==> src/rtl/rx_uart.sv <==
// 8N1 UART receiver: 2-flop synchronizer, mid-bit sampling FSM, single holding register or FIFO.
// Define UART_RX_FIFO_EN to buffer received bytes in a FIFO_DEPTH-entry FIFO instead of one register.
`timescale 1ns/1ps

module rx_uart #(
    parameter int SYSTEM_CLK = 90_000_000,
    parameter int BAUDRATE   = 2_000_000,
    parameter int FIFO_DEPTH = 8
) (
    input  logic       clk,
    input  logic       rst,
    input  logic       rx_in,
    output logic [7:0] rx_data,
    output logic       valid,
    input  logic       ready,
    output logic       frame_err,
    output logic       overrun
);

    // state | meaning
    // IDLE  | line idle, hunting for a falling edge
    // START | waiting half a bit to confirm the start bit
    // DATA  | sampling 8 data bits, LSB first
    // STOP  | sampling the stop bit
    // BREAK | stop bit was low; wait for the line to return high
    typedef enum logic [2:0] {IDLE, START, DATA, STOP, BREAK} state_t;

    localparam int CYCLES_PER_BIT = SYSTEM_CLK / BAUDRATE;
    localparam int HALF_BIT       = CYCLES_PER_BIT / 2;
    localparam int CW             = $clog2(CYCLES_PER_BIT) + 1;
    localparam logic [CW-1:0] HALF_TC = CW'(HALF_BIT - 1);
    localparam logic [CW-1:0] BIT_TC  = CW'(CYCLES_PER_BIT - 1);

    if (FIFO_DEPTH < 2 || (FIFO_DEPTH & (FIFO_DEPTH - 1)) != 0) begin : g_bad_depth
        $error("rx_uart: FIFO_DEPTH must be a power of two >= 2");
    end

    state_t        state, state_nxt;
    logic          sync1, rx_s;
    logic [CW-1:0] cnt, cnt_nxt;
    logic [2:0]    bit_idx, bit_idx_nxt;
    logic [7:0]    shreg, shreg_nxt;
    logic          push, ferr_set, pop;

    always_ff @(posedge clk) begin
        if (rst) begin
            sync1     <= 1'b1;
            rx_s      <= 1'b1;
            state     <= IDLE;
            cnt       <= '0;
            bit_idx   <= '0;
            shreg     <= '0;
            frame_err <= 1'b0;
        end else begin
            sync1     <= rx_in;
            rx_s      <= sync1;
            state     <= state_nxt;
            cnt       <= cnt_nxt;
            bit_idx   <= bit_idx_nxt;
            shreg     <= shreg_nxt;
            frame_err <= ferr_set;
        end
    end

    always_comb begin
        state_nxt   = state;
        cnt_nxt     = cnt + 1'b1;
        bit_idx_nxt = bit_idx;
        shreg_nxt   = shreg;
        push        = 1'b0;
        ferr_set    = 1'b0;
        case (state)
            IDLE: begin
                cnt_nxt = '0;
                if (!rx_s) state_nxt = START;
            end
            START: begin
                if (cnt == HALF_TC) begin
                    cnt_nxt = '0;
                    if (!rx_s) begin
                        state_nxt   = DATA;
                        bit_idx_nxt = '0;
                    end else begin
                        state_nxt = IDLE;
                    end
                end
            end
            DATA: begin
                if (cnt == BIT_TC) begin
                    cnt_nxt            = '0;
                    shreg_nxt[bit_idx] = rx_s;
                    if (bit_idx == 3'd7) state_nxt = STOP;
                    else                 bit_idx_nxt = bit_idx + 3'd1;
                end
            end
            STOP: begin
                if (cnt == BIT_TC) begin
                    cnt_nxt = '0;
                    if (rx_s) begin
                        push      = 1'b1;
                        state_nxt = IDLE;
                    end else begin
                        ferr_set  = 1'b1;
                        state_nxt = BREAK;
                    end
                end
            end
            BREAK: begin
                cnt_nxt = '0;
                if (rx_s) state_nxt = IDLE;
            end
            default: begin
                cnt_nxt   = '0;
                state_nxt = IDLE;
            end
        endcase
    end

    assign pop = valid && ready;

`ifdef UART_RX_FIFO_EN
    localparam int AW = $clog2(FIFO_DEPTH);

    logic [7:0]  mem [FIFO_DEPTH];
    logic [AW:0] wptr, rptr;
    logic        empty, full;

    assign empty   = (wptr == rptr);
    assign full    = (wptr[AW] != rptr[AW]) && (wptr[AW-1:0] == rptr[AW-1:0]);
    assign valid   = !empty;
    assign rx_data = mem[rptr[AW-1:0]];

    always_ff @(posedge clk) begin
        if (rst) begin
            wptr    <= '0;
            rptr    <= '0;
            overrun <= 1'b0;
            for (int i = 0; i < FIFO_DEPTH; i++) mem[i] <= '0;
        end else begin
            overrun <= push && full && !pop;
            // a pop in the same cycle frees the slot the push needs
            if (push && (!full || pop)) begin
                mem[wptr[AW-1:0]] <= shreg;
                wptr              <= wptr + 1'b1;
            end
            if (pop) rptr <= rptr + 1'b1;
        end
    end
`else
    logic [7:0] hold;
    logic       full_q;

    assign valid   = full_q;
    assign rx_data = hold;

    always_ff @(posedge clk) begin
        if (rst) begin
            hold    <= '0;
            full_q  <= 1'b0;
            overrun <= 1'b0;
        end else begin
            overrun <= push && full_q && !pop;
            if (push && (!full_q || pop)) begin
                hold   <= shreg;
                full_q <= 1'b1;
            end else if (pop) begin
                full_q <= 1'b0;
            end
        end
    end
`endif

endmodule
==> config.mk <==
export PLATFORM = sky130hd
export DESIGN_NAME = rx_uart
export DESIGN_NICKNAME = d
export VERILOG_FILES = /design/src/rtl/rx_uart.sv
export SDC_FILE = /design/constraint.sdc
export NUM_CORES = 1
export LEC_CHECK = 0
export ABC_AREA = 1
export CORE_MARGIN = 5
export CORE_UTILIZATION = 45
export CTS_CLUSTER_SIZE = 14
export DETAILED_ROUTE_END_ITERATION = 6
export PLACE_DENSITY_LB_ADDON = 0.25
export SKIP_CTS_REPAIR_TIMING = 1
export SYNTH_ARGS = -nofsm -noshare
export SYNTH_HDL_FRONTEND = slang
export SYNTH_SLANG_ARGS = --single-unit
==> constraint.sdc <==
create_clock -name clk -period 2.3 [get_ports clk]
set_input_delay 0.69 -clock clk [delete_from_list [all_inputs] [get_ports clk]]
set_output_delay 0.69 -clock clk [all_outputs]
set_load 0.1 [all_outputs]
==> reports/qor.csv <==
metric,value,unit
status,finished clean,
post-route-util,53.1,%
pwr-share-seq,43.7,%
wl,3.01,mm
syn_inst,245,
antenna_found_initial,0,
hold_viol,0,
cts_root_buffer,clkbuf_8,
cp_slowest_stage_delay,0.45,ns
num_rows,22,
yosysWarnings,0,
antenna_left,0,
max_freq,0.615,GHz
clk_path_buf_depth,2,
grt_pass1_wl,5.21,mm
start_util,45.8,%
finalCriticalPeriod,1.62,ns
async_reset_ff_share,0,%
worstPathMaxFanout,16,
r2r_slack,0.78,ns
hold_slack,0.416,ns
fin_crit_sh,70.6,%
cp-start-kind,input pin,
combPwrFrac,27.2,%
io_pins,15,
fp.dieH,70.8,µm
cp_data_arrival_time,1.80,ns
ys_types,27,
wire_per_inst,9.55,µm
instances_no_fill,315,
antenna_cells,0,
netlist_area,1660,µm²
tightest_slew,0.356,ns
yosysSeqAreaShare,40.9,%
hp-class,reg2reg,
syn_nets,254,
cts_buffers,5,
place_area,1840,µm²
synth_edf_count,0,
placed_cells,307,
vias,1390,
grt_pass1_vias,1243,
synth_top_area_cell,dfxtp_1,
route.detailed.drc,0,
fin_skew,0.00600,ns
p_leak,0.953,nW
p_per_area,806,nW/µm²
drtPass1Iterations,4,
area_delta_synth_final,16.1,%
dp_hpwl,2.29,mm
rsz0062_at_grt,false,
first_iter_violations,49,
synth_most_common_cell,nand2_1,
grt_start_max_net_pins,17,
fin_area,1930,µm²
globalplace.congestion,0.796,
core,3630,µm²
cts_tree,done,
clock-sinks,34,
netlist.area_leader.share,40.9,%
ys_seq_elements,34,
path_common_cell,nor2_1,
synthFlopType,dfxtp_1,
dieWidth,70.8,µm
slew_viol_final,0,
switching_share,34.9,%
switchingPower,0.543,mW
clkLatencyLatePin,0.28,ns
peakVddDrop,377,µV
worst-path-buf-inv,2,
ys_top_cells_by_count,"nand2_1 (64), nor2_1 (55), inv_1 (38), dfxtp_1 (34), nand3_1 (10)",
via_per_inst,4.41,
power_frac_clock,29.1,%
slowest_stage,clkdlybuf4s50_1,
track_usage,12.8,%
dieArea,5010,µm²
cts.reportedPaths.clkPinSlew,0.07,ns
numPortBuffers,14,
p_int,1.01,mW
cap_violations,0,
cp-end-kind,flop,
ctsHtreeMaxLevel,2,
path_class,in2reg,
synthTopCellsByArea,"dfxtp_1 (41%), nand2_1 (14%), nor2_1 (12%)",
crit_family,simple AND/OR/NAND/NOR gates,
slew_headroom,76.2,%
final_layout_size_suffix_gt1_share,15.4,%
finalNetCount,275,
cp_cell_sequence,clkdlybuf4s50_1 -> inv_1 -> nand2_1 -> nand4_4 -> nor2_1 -> nor2_1,
tns,0,ns
worstPathRequired,2.48,ns
setup_viol,0,
syn_avg_cell_area,6.79,µm²
gr-total-overflow,0,
==> final timing paths <==
kind         cells after the start                       to              start
min                              1          rx_s$_SDFF_PP1_   sync1$_SDFF_PP1_
max                              6  rx_data[7]$_SDFFE_PP0P_              ready
max reg2reg                      9        cnt[3]$_SDFF_PP0_  cnt[0]$_SDFF_PP0_
min reg2reg                      1          rx_s$_SDFF_PP1_   sync1$_SDFF_PP1_
==> per-stage QoR <==
step	worst slack, ns	power, mW
floorplan	0.556	1.03
global placement	0.395	1.11
detailed placement	0.364	1.12
CTS	0.664	1.57
global route	0.551	1.67
finish	0.675	1.56
==> power by group through the flow <==
stage	clock network, mW	logic, mW	registers [mW]
final	0.452	0.424	0.680
after global routing	0.490	0.486	0.689
after CTS	0.464	0.429	0.680
after detailed placement	0	0.427	0.694
after global placement	0	0.419	0.693
after floorplan	0	0.352	0.681
==> state kept, by name (all words and copies together) (netlist names) <==
register and flops:
valid 1, rx_data 8, state 3, rx_s 1, cnt 7, shreg 8, sync1 1, frame_err 1
bit_idx 3, overrun 1
==> area by class of cell <==
class | instances | area [µm²]
clock buffers | 6 | 82.6
clock inverters | 2 | 12.5
fillers | 397 | 1700
inverters | 42 | 163
multi-input cells | 165 | 790
flip-flops and latches | 34 | 681
well taps | 48 | 60.1
repair buffers | 18 | 143
==> metal layers <==
metal  track usage, %  vias up  wire (µm)
met5                0        -          0
met4             4.38        0         36
met3             4.26        4        129
met2             20.7       19       1300
met1             15.9      598       1540
li1                 -      769          -
==> worst reg2reg max path, stage by stage, from the launching register on <==
cell,delay (ns)
dfxtp_1,0.35
inv_1,0.07
ha_1,0.15
nand2_1,0.09
nor2_4,0.12
nand2_4,0.09
nand2_1,0.09
nand2_2,0.08
o21ai_2,0.29
nor3_1,0.07
==> cell usage in the layout, fill, tap and decap left out, drive strengths merged <==
cell           synthesis  final
inv                   41     41
nor4                   1      1
clkdlybuf4s50          0      3
dfxtp                 34     34
nand2                 70     70
nand3                 10     10
xnor2                  1      1
ha                     5      5
buf                    2     15
a21oi                  5      5
clkinvlp               0      1
nand3b                 1      1
o21ai                  3      3
nand4                  2      2
nor3                   4      4
or2                    2      2
nor2                  58     58
xor2                   3      3
clkinv                 1      2
clkbuf                 2      6
==> cells by family after synthesis <==
kind of cell	Yosys count	share of synthesized area (%)
AO/OA/AOI/OAI	8	2.63
XOR/XNOR	4	2.11
adder cells (fa/ha/maj)	5	3.76
buffers and inverters	46	11.6
flip-flops	34	40.9
AND/OR/NAND/NOR	148	39.0
Note: power is estimated with default switching activity, not from simulation.
